### src/rtl/mult_div_pkg.sv
// mult_div_pkg: shared state encoding, op encodings and iteration count for mult_div.
package mult_div_pkg;
  typedef enum logic [1:0] {S_IDLE, S_MULT, S_DIV, S_FINISH} state_e;
  localparam logic OP_MULT = 1'b0;
  localparam logic OP_DIV = 1'b1;
  localparam int ITERS = 32;
endpackage

### src/rtl/mult_div.sv
// mult_div: iterative signed multiply (radix-2 Booth) / signed divide (restoring), one step per cycle.
// Ports: clk, reset (sync, active-high); start/op/srcA/srcB request; busy, done pulse, hi/lo result, div_zero flag.
module mult_div
  import mult_div_pkg::*;
#(
  parameter int WIDTH = 32
) (
  input  logic             clk,
  input  logic             reset,
  input  logic             start,
  input  logic             op,
  input  logic [WIDTH-1:0] srcA,
  input  logic [WIDTH-1:0] srcB,
  output logic             busy,
  output logic             done,
  output logic [WIDTH-1:0] hi,
  output logic [WIDTH-1:0] lo,
  output logic             div_zero
);
  localparam int W2 = 2 * WIDTH;
  state_e state_q, state_d;
  logic [5:0] cnt_q;
  logic [W2-1:0] acc_q, acc_d;
  logic [WIDTH-1:0] m_q, hi_q, lo_q, mag_a, mag_b, res_hi, res_lo;
  logic qm1_q, qneg_q, rneg_q, dz_q, last, div0;
  logic [WIDTH:0] booth_sum, trial;
  assign mag_a = srcA[WIDTH-1] ? -srcA : srcA;
  assign mag_b = srcB[WIDTH-1] ? -srcB : srcB;
  assign last = cnt_q == 6'(ITERS - 1);
  assign div0 = state_q == S_DIV && m_q == '0;
  // Booth add/sub is done one bit wider so the most negative multiplicand cannot overflow.
  assign booth_sum = {acc_q[W2-1], acc_q[W2-1:WIDTH]}
                   + (({acc_q[0], qm1_q} == 2'b01) ? {m_q[WIDTH-1], m_q}
                   :  ({acc_q[0], qm1_q} == 2'b10) ? -{m_q[WIDTH-1], m_q} : '0);
  assign trial = {acc_q[W2-1:WIDTH], acc_q[WIDTH-1]} - {1'b0, m_q};
  always_comb begin
    acc_d = (state_q == S_DIV)
          ? (trial[WIDTH] ? {acc_q[W2-2:0], 1'b0} : {trial[WIDTH-1:0], acc_q[WIDTH-2:0], 1'b1})
          : {booth_sum[WIDTH:1], booth_sum[0], acc_q[WIDTH-1:1]};
    res_hi = (state_q == S_DIV && rneg_q) ? -acc_d[W2-1:WIDTH] : acc_d[W2-1:WIDTH];
    res_lo = (state_q == S_DIV && qneg_q) ? -acc_d[WIDTH-1:0] : acc_d[WIDTH-1:0];
  end
  always_ff @(posedge clk) begin
    if (reset) state_q <= S_IDLE;
    else state_q <= state_d;
  end
  always_comb begin
    state_d = state_q;
    case (state_q)
      S_IDLE: if (start) state_d = (op == OP_DIV) ? S_DIV : S_MULT;
      S_MULT: if (last) state_d = S_FINISH;
      S_DIV: if (div0 || last) state_d = S_FINISH;
      default: state_d = S_IDLE;
    endcase
  end
  always_comb begin
    busy = state_q != S_IDLE;
    done = state_q == S_FINISH;
  end
  always_ff @(posedge clk) begin
    if (reset) begin
      acc_q <= '0;
      m_q <= '0;
      cnt_q <= '0;
      qm1_q <= 1'b0;
      qneg_q <= 1'b0;
      rneg_q <= 1'b0;
      dz_q <= 1'b0;
      hi_q <= '0;
      lo_q <= '0;
    end else if (state_q == S_IDLE && start) begin
      acc_q <= {{WIDTH{1'b0}}, (op == OP_DIV) ? mag_a : srcB};
      m_q <= (op == OP_DIV) ? mag_b : srcA;
      cnt_q <= '0;
      qm1_q <= 1'b0;
      qneg_q <= srcA[WIDTH-1] ^ srcB[WIDTH-1];
      rneg_q <= srcA[WIDTH-1];
      dz_q <= 1'b0;
    end else if (state_q == S_MULT || state_q == S_DIV) begin
      acc_q <= acc_d;
      qm1_q <= acc_q[0];
      cnt_q <= cnt_q + 6'd1;
      if (div0) dz_q <= 1'b1;
      else if (last) begin
        hi_q <= res_hi;
        lo_q <= res_lo;
      end
    end
  end
  assign hi = hi_q;
  assign lo = lo_q;
  assign div_zero = dz_q;
endmodule
### config.mk
export PLATFORM = sky130hd
export DESIGN_NAME = mult_div
export DESIGN_NICKNAME = d
export VERILOG_FILES = /design/src/rtl/mult_div_pkg.sv /design/src/rtl/mult_div.sv
export SDC_FILE = /design/constraint.sdc
export NUM_CORES = 1
export LEC_CHECK = 0
export ABC_AREA = 1
export CAP_MARGIN = 10
export CORE_MARGIN = 4
export CORE_UTILIZATION = 30
export CTS_BUF_LIST = sky130_fd_sc_hd__clkbuf_4 sky130_fd_sc_hd__clkbuf_8
export DETAILED_ROUTE_END_ITERATION = 8
export GPL_ROUTABILITY_DRIVEN = 0
export PLACE_DENSITY = 0.46
export SETUP_SLACK_MARGIN = 0.3
export SYNTH_ARGS = -nofsm -noshare
export SYNTH_HDL_FRONTEND = slang
export SYNTH_SLANG_ARGS = --single-unit
### constraint.sdc
create_clock -name clk -period 6.7 [get_ports clk]
set_clock_uncertainty 0.15 [all_clocks]
set_input_delay 1.34 -clock clk [delete_from_list [all_inputs] [get_ports clk]]
set_output_delay 1.34 -clock clk [all_outputs]
set_load 0.02 [all_outputs]
---- Yosys cells after proc, flatten, opt, wreduce, memory -nomap -nowiden ----
Cells that the tools add are included.
operators by class
  equality and inequality tests ........... 9
  reductions and logical operators ........ 14
  $add $sub $neg .......................... 8
  bitwise gates (word level) .............. 3
  multiplexer cells ....................... 17
operators with widths
  operator                                               number
  2-to-1 mux 32 bit                                      8
  2-to-1 mux 64 bit                                      2
  negator 32 bit                                         4
  2-to-1 mux 33 bit                                      2
  adder 33 bit                                           1
  negator 33 bit                                         1
  subtractor 33 x 32 -> 33 bit                           1
  zero test 32 bit                                       1
  2-to-1 mux 2 bit                                       4
  adder 6 x 1 -> 6 bit, second input constant            1
  equality test 2 bit, second input constant             3
  equality test 6 x 5 -> 1 bit, second input constant    1
  one-hot mux 2 bit (3 select lines)                     1
  equality test 2 x 1 -> 1 bit, second input constant    2
  logical AND 1 bit                                      4
  inequality test 2 bit, second input constant           2
  AND reduction 4 bit                                    1
  nonzero test 2 bit                                     2
  AND reduction 3 bit                                    1
  zero test 2 bit                                        1
  logical OR 1 bit                                       2
  inequality test 2 x 1 -> 1 bit, second input constant  1
  inverter 1 bit                                         2
  AND reduction 2 bit                                    1
  other kinds (2)                                        2
storage, ports and cells
  bits in registers ....................... 172

---- Depth between registers and ports, before layout ----
Gate-level depths: netlist of the first run.
  depth in word-level cells ............... 7
  depth in mapped cells ................... 36

---- Least setup slack after synthesis of the first run ----
OpenSTA, ideal clock, no wires.
  path kind ............................... flip-flop to flip-flop
  from .................................... reg m_q[1]
  to ...................................... reg hi_q[31], in the netlist hi[31]
  clock period less this slack ............ 4.326 ns
  cell stages (with the launch flop) ...... 32
  buffers on the path ..................... 0
  data required time ...................... 6.433 ns
  arrival time ............................ 4.059 ns
  path slack .............................. 2.374 ns
  cells stage by stage .................... dfxtp_1 inv_1 nand3_1 nor3_1 nand2_1 nor3_2 nand3_1 nor4_1 nand2_1 nand2_1 o21ai_1 a21oi_1 nand2_1 o21ai_0 a21oi_1 ha_1 a21oi_1 inv_1 a31oi_1 nand2_1 nor2_1 a21oi_1 o21ai_0 nor2_1 nand2_1 nor2_1 nand2_1 nand2_1 nand3_1 nand2_1 nor2_1 nor2_1
on the way
  longest elaborated chain between the ends .. 7
ends and longest elaborated chain
  item                    RTL line        RTL
  start, declared         mult_div.sv:24  logic [WIDTH-1:0] m_q, hi_q, lo_q, mag_a, mag_b, res_hi, res_lo;
  start signal, assigned  mult_div.sv:73  m_q <= (op == OP_DIV) ? mag_b : srcA;
  negator 33 bit          mult_div.sv:34  : ({acc_q[0], qm1_q} == 2'b10) ? -{m_q[WIDTH-1], m_q} : '0);
  2-to-1 mux 33 bit       mult_div.sv:34
  2-to-1 mux 33 bit       mult_div.sv:33  + (({acc_q[0], qm1_q} == 2'b01) ? {m_q[WIDTH-1], m_q}
  adder 33 bit            mult_div.sv:33
  2-to-1 mux 64 bit       mult_div.sv:38  ? (trial[WIDTH] ? {acc_q[W2-2:0], 1'b0} : {trial[WIDTH-1:0], acc_q[WIDTH-2:0], 1'b1})
  negator 32 bit          mult_div.sv:40  res_hi = (state_q == S_DIV && rneg_q) ? -acc_d[W2-1:WIDTH] : acc_d[W2-1:WIDTH];
  2-to-1 mux 32 bit       mult_div.sv:40
  end signal, assigned    mult_div.sv:85  hi_q <= res_hi;
  end, declared           mult_div.sv:24
Several ways; a longest one is shown, not always the timed one.
A chain may end at the register's enable or synchronous reset.

---- Worst setup path in the final report of the first run ----
Same ends and word-level chain as after synthesis.

==> flow_summary.json, run 1 <==
{
  "outcome": "finished, final reports clean",
  "cp-start-kind": "register",
  "placed_area_sq_mm": 0.01870,
  "n_fill_cell": 6184,
  "peakVddDrop_uv": 337.3,
  "synthCells": 2864,
  "vias": 19280,
  "die-area_sq_mm": 0.05962,
  "synthArstFlopShare_pct": 0,
  "cts_sinks": 172,
  "post_cts_buffers": 0,
  "area_delta_synth_final_pct": 14.48,
  "instances_no_fill": 3694,
  "start_util_pct": 30.31,
  "critical_path_class": "register to register",
  "synth_cell_type_count": 56,
  "post_cts_resized": 0,
  "ios": 135,
  "max_slew_margin_pct": 27.92,
  "viasPerCell": 5.220,
  "clk_pin_slew_worst_paths_ns": 0.11,
  "final.setup.tns_ns": 0,
  "crit_arrival_ns": 5.87,
  "cts_buffer_depth": 2,
  "dp_hpwl_mm": 57.44,
  "fin_area_sq_mm": 0.01916,
  "drv_slew": 0,
  "synth.yosys.warnings": 0,
  "setup_viol": 0,
  "cp.required_ns": 7.01,
  "path_max_fanout": 6,
  "dp.cells": 3662,
  "chipHeight_microns": 244.2,
  "slowest_delay_ns": 0.81,
  "syn-num-nets": 3013,
  "timing.fmax_mhz": 179.9,
  "drt_pass1_iterations": 6,
  "drive_above_1_share_pct": 4.413,
  "routed_wirelength_mm": 71.51,
  "syn_area_sq_mm": 0.01673,
  "crit_top_cell": "nand2_1",
  "root_buffer": "clkbuf_8",
  "yosys-top-cells-area": "dfxtp_1, nand2_1, inv_1",
  "cellLeakagePower_uw": 0.008944,
  "synth_top_area_share_pct": 20.58,
  "p_per_area_mw_per_mm2": 599.8,
  "synth-seq-cells": 172,
  "synth_most_common_cell": "nand2_1",
  "holdPathStages": 2,
  "cts_buffers": 17,
  "diodes": 0,
  "wire_per_inst_microns": 19.36,
  "grt_max_degree": 93,
  "avgSynthCellArea_sq_um": 5.843,
  "yosysSeqAreaShare_pct": 20.58,
  "grt_usage_pct": 23.53,
  "remaining_drc_errors": 0,
  "period_share_pct": 82.98,
  "htreeDepth": 4,
  "port_buffers": 134,
  "worst_slew_pin_slew_ns": 1.080,
  "yosys-top-cells-count": "nand2_1, inv_1, o21ai_0, a21oi_1, nor2_1",
  "crit_path_end_kind": "register",
  "drt_iter0_drc": 1649,
  "r2r_cells": 29,
  "drtAntennaViolNets": 0,
  "clk_latency_ns": 0.59,
  "fp.dieW_microns": 244.2,
  "fin_crit_ns": 5.560,
  "cts_tree": "done",
  "num_rows": 86,
  "hold_viol_final": 0,
  "antenna_found_initial": 1,
  "hp-class": "register to register",
  "synth_ff_type": "dfxtp_1",
  "maxCapViolations": 0,
  "grt_first_pass_wirelength_mm": 108.7,
  "core_area_sq_mm": 0.05520,
  "hold_buffers": 0,
  "grt.overflow.total": 0,
  "slowest_stage": "nor3_1",
  "nNetsFinal": 3082,
  "synth_edf_count": 0,
  "grt_pass1_vias": 18470,
  "rsz0062_at_grt": "false",
  "yosysTopAreaCell": "dfxtp_1"
}
## worst paths after layout
path | start | slack, ns | to
setup / recovery | m_q[1] | 1.14 | hi[31]
hold / removal | rneg_q | 0.32 | rneg_q
setup reg to reg | m_q[1] | 1.14 | hi[31]
hold reg to reg | rneg_q | 0.32 | rneg_q
## cell type report
type                            count  area, sq um  area share, %
Multi-Input combinational cell   2165        11250          58.70
Sequential cell                   172         3443          17.97
Inverter                          420         1577          8.229
Timing Repair Buffer              157         1509          7.877
Tap cell                          748        935.9          4.885
Clock buffer                       17        234.0          1.221
Clock inverter                     15        212.7          1.110
## logic make-up (layout without fill, tap and decap cells)
group                    Yosys count  in the layout  synth area share, %
flip-flops                       172            172                20.58
multiplexers                       2              2               0.1196
XOR/XNOR                          68             68                3.559
buffers and inverters            527            609                12.32
AO/OA/AOI/OAI                    757            757                24.91
adder cells (fa/ha/maj)           81             81                6.146
AND/OR/NAND/NOR                 1257           1257                32.36
## where the power goes
| part | total [uW] | internal, uW | switching, uW | leakage, uW |
|---|---|---|---|---|
| Sequential | 1540 | 1260 | 282 | 0.00140 |
| Clock | 848 | 328 | 520 | 0.000221 |
| Combinational | 9100 | 2610 | 6490 | 0.00732 |
## cell usage in the layout, fill, tap and decap left out, types with 6 or more instances in the layout
| master | instances |
|---|---|
| nand3b_1 | 8 |
| a21oi_1 | 286 |
| o21a_1 | 18 |
| xor2_1 | 55 |
| clkbuf_8 | 17 |
| a221oi_1 | 6 |
| o21ai_0 | 309 |
| nand2_1 | 640 |
| o31ai_1 | 7 |
| o21bai_1 | 17 |
| ha_1 | 78 |
| o211ai_1 | 39 |
| clkdlybuf4s50_1 | 133 |
| nand2_2 | 21 |
| o221ai_1 | 10 |
| inv_1 | 411 |
| nand3_1 | 162 |
| nor2_2 | 11 |
| a211oi_1 | 10 |
| xnor2_1 | 13 |
| a31oi_1 | 13 |
| nor2_1 | 265 |
| o22ai_1 | 17 |
| nor4_1 | 10 |
| o21ai_1 | 11 |
| inv_2 | 6 |
| nor3_1 | 64 |
| nand4_1 | 39 |
| or2_2 | 14 |
| dfxtp_1 | 172 |
| buf_4 | 23 |
## per-layer routing
metal	wire length [microns]	track usage (%)	share of wire, %	up-vias
li1	-	-	-	9621
met1	30350	29.32	42	8920
met2	33760	39.90	47	613
met3	3905	3.673	5.5	127
met4	3491	10.89	4.9	0
met5	0	0	0	-
## metrics by stage
| stage | hold WS [ns] | total power [uW] | worst slack, ns | utilization (%) |
|---|---|---|---|---|
| after floorplan | 0.2781 | 7866 | 2.374 | - |
| after CTS | 0.3263 | 11470 | 1.065 | 34.69 |
| after global routing | 0.3577 | 12620 | 0.5830 | 34.70 |
| final | 0.3237 | 11490 | 1.140 | 34.70 |
| after detailed placement | 0.3094 | 10570 | 1.098 | 33.88 |
| after global placement | 0.3182 | 10570 | 1.182 | 33.88 |
## state kept, by name, summed over array words and instances (netlist names)
signal,count
acc_q,64
cnt_q,6
div_zero,1
hi,32
lo,32
m_q,32
qm1_q,1
qneg_q,1
rneg_q,1
state_q,2
## critical path: cells and delay by family (launching register included)
kind / cells / cell delay (ns)
buffers and inverters: 2 / 0.34
adder cells (fa/ha/maj): 2 / 0.55
AND/OR/NAND/NOR: 19 / 2.68
AO/OA/AOI/OAI: 6 / 1.40
flip-flops: 1 / 0.31
No activity file was read; power rests on OpenSTA's default activity.
==> inputs of run 2 (changes only) <==
==> constraint.sdc (replaced) <==
create_clock -name clk -period 5.5 [get_ports clk]
set_clock_uncertainty 0.15 [all_clocks]
set_input_delay 1.1 -clock clk [delete_from_list [all_inputs] [get_ports clk]]
set_output_delay 1.1 -clock clk [all_outputs]
set_load 0.02 [all_outputs]
==> run 2 against run 1 <==
Global-route usage is 0.14 points lower. Critical path depth shrank 1. Cell area is 1.6% higher. Largest cell class unchanged. Sequential power is 21% higher. Clock power grew 18%. Via count about the same. Sequential share of layout area down 0.28 points. Combinational power grew 26%. Worst setup slack got worse by 0.46 ns. Register-to-register slack worse by 0.46 ns. Clock-buffer cell count rose by 1. Hold slack better by 0.0036 ns.
==> flow_summary.json, run 2 (synthesis results as in run 1) <==
{
  "largest_reg_flops": 64,
  "dp_slack_ns": 0.3551,
  "wire_per_inst_microns": 19.21,
  "most-common-layout-cells": "nand2_1, inv_1, o21ai_0, a21oi_1, nor2_1",
  "antenna_found_initial": 0,
  "slowest_delay_ns": 0.46,
  "root_buffer": "clkbuf_8",
  "cellLeakagePower_uw": 0.009057,
  "crit_top_cell": "nand2_1",
  "vias": 19270,
  "cts_sinks": 172,
  "drive_above_1_share_pct": 6.433,
  "cp-start-kind": "register",
  "crit_arrival_ns": 5.12,
  "final.setup.tns_ns": 0,
  "grt_max_degree": 116,
  "min_from": "rneg_q",
  "maxCapViolations": 0,
  "period_share_pct": 87.59,
  "core_area_sq_mm": 0.05520,
  "worst_slew_pin_slew_ns": 1.089,
  "clk_latency_ns": 0.57,
  "path_max_fanout": 11,
  "grt_usage_pct": 23.38,
  "cts_buffer_depth": 2,
  "cts_tree": "done",
  "setup_viol": 0,
  "diodes": 0,
  "placed_area_sq_mm": 0.01886,
  "dp.cells": 3681,
  "r2r_start": "acc_q[0]",
  "cp.required_ns": 5.81,
  "hp-class": "register to register",
  "area_delta_synth_final_pct": 16.29,
  "seq_area_sq_mm": 0.003443,
  "largest_register": "acc_q",
  "fin_crit_ns": 4.817,
  "ios": 135,
  "chipHeight_microns": 244.2,
  "clk_pin_slew_worst_paths_ns": 0.11,
  "critical_path.startpoint": "acc_q[0]",
  "layout_commonest_cell": "nand2_1",
  "remaining_drc_errors": 0,
  "outcome": "finished, final reports clean",
  "hold_viol_final": 0,
  "fp.dieW_microns": 244.2,
  "num_rows": 86,
  "dp_hpwl_mm": 57.23,
  "p_per_area_mw_per_mm2": 738.1,
  "critical_path_class": "register to register",
  "multi_input_area_sq_mm": 0.01139,
  "fin_area_sq_mm": 0.01946,
  "rsz0062_at_grt": "true",
  "grt.overflow.total": 0,
  "hold_buffers": 0,
  "grt_pass1_vias": 18360,
  "drt_iter0_drc": 1549,
  "slowest_stage": "dfxtp_1",
  "instances_no_fill": 3717,
  "drt_pass1_iterations": 5,
  "drv_slew": 0,
  "timing.fmax_mhz": 207.6,
  "grt_first_pass_wirelength_mm": 108.3,
  "peakVddDrop_uv": 395.6,
  "n_fill_cell": 6126,
  "htreeDepth": 4,
  "setup_slack_ns": 0.6825,
  "start_util_pct": 30.31,
  "max_slew_margin_pct": 27.27,
  "viasPerCell": 5.183,
  "port_buffers": 134,
  "die-area_sq_mm": 0.05962,
  "routed_wirelength_mm": 71.41,
  "nNetsFinal": 3105,
  "cts_buffers": 17,
  "drtAntennaViolNets": 0,
  "crit_path_end_kind": "register"
}
-- run 2: changes by cell type in the layout (fill, tap and decap cells not counted), sizes merged --
| cell | change |
|---|---|
| clkinvlp | +2 |
| inv | -2 |
| clkinv | -1 |
| clkbuf | +1 |
| buf | +23 |
-- run 2: metrics by stage --
stage	hold slack, ns	utilization [%]	total power [uW]
final	0.3274	35.25	14360
after global routing	0.3543	35.25	15760
after CTS	0.3280	34.92	14120
after detailed placement	0.3130	34.17	13060
after global placement	0.3081	34.17	13060
after floorplan	0.2781	-	9582
-- run 2: routing by layer --
metal / GRT usage (%) / wire length [microns]
met5: 0 / 0
met4: 9.367 / 2931
met3: 3.673 / 3932
met2: 39.91 / 33710
met1: 29.49 / 30840
-- run 2: final timing paths --
| check | end | slack (ns) | depth (start not counted) |
|---|---|---|---|
| max | hi[13] | 0.68 | 28 |
| min | rneg_q | 0.33 | 2 |
| max reg2reg | hi[13] | 0.68 | 28 |
| min reg2reg | rneg_q | 0.33 | 2 |
-- run 2: where the power goes --
group / leakage, uW / internal, uW / switching (uW)
registers: 0.00140 / 1530 / 334
clock network: 0.000205 / 394 / 606
logic: 0.00745 / 3410 / 8090
-- run 2: critical path: cells and delay by family, from the launching register on --
family / cells / cell delay (ns)
buffers and inverters: 6 / 1.01
adders and majority gates: 1 / 0.23
DFF: 1 / 0.46
AOI/OAI and AO/OA: 5 / 0.88
and+or+nand+nor: 16 / 1.97
-- run 2: repair_timing --
action / 4_1_cts / 5_1_grt
setup endpoints to repair: 0 / 21
gates resized for setup: 0 / 46
endpoints found under the hold margin: 0 / 0
setup buffers: 0 / 4
-- run 2: layout make-up --
type	count	share of cell area [%]
Multi-Input combinational cell	2165	58.53
Clock inverter	14	0.8809
Timing Repair Buffer	180	8.706
Clock buffer	18	1.273
Tap cell	748	4.810
Sequential cell	172	17.70
Inverter	420	8.102
==> inputs of run 3 (changes only) <==
--- a/config.mk
+++ b/config.mk
@@ -6,7 +6,6 @@
 export NUM_CORES = 1
 export LEC_CHECK = 0
 export ABC_AREA = 1
-export CAP_MARGIN = 10
 export CORE_MARGIN = 4
 export CORE_UTILIZATION = 30
 export CTS_BUF_LIST = sky130_fd_sc_hd__clkbuf_4 sky130_fd_sc_hd__clkbuf_8
==> results of run 3 <==
Same layout as run 2: the final DEF is identical, and so are final timing and power.
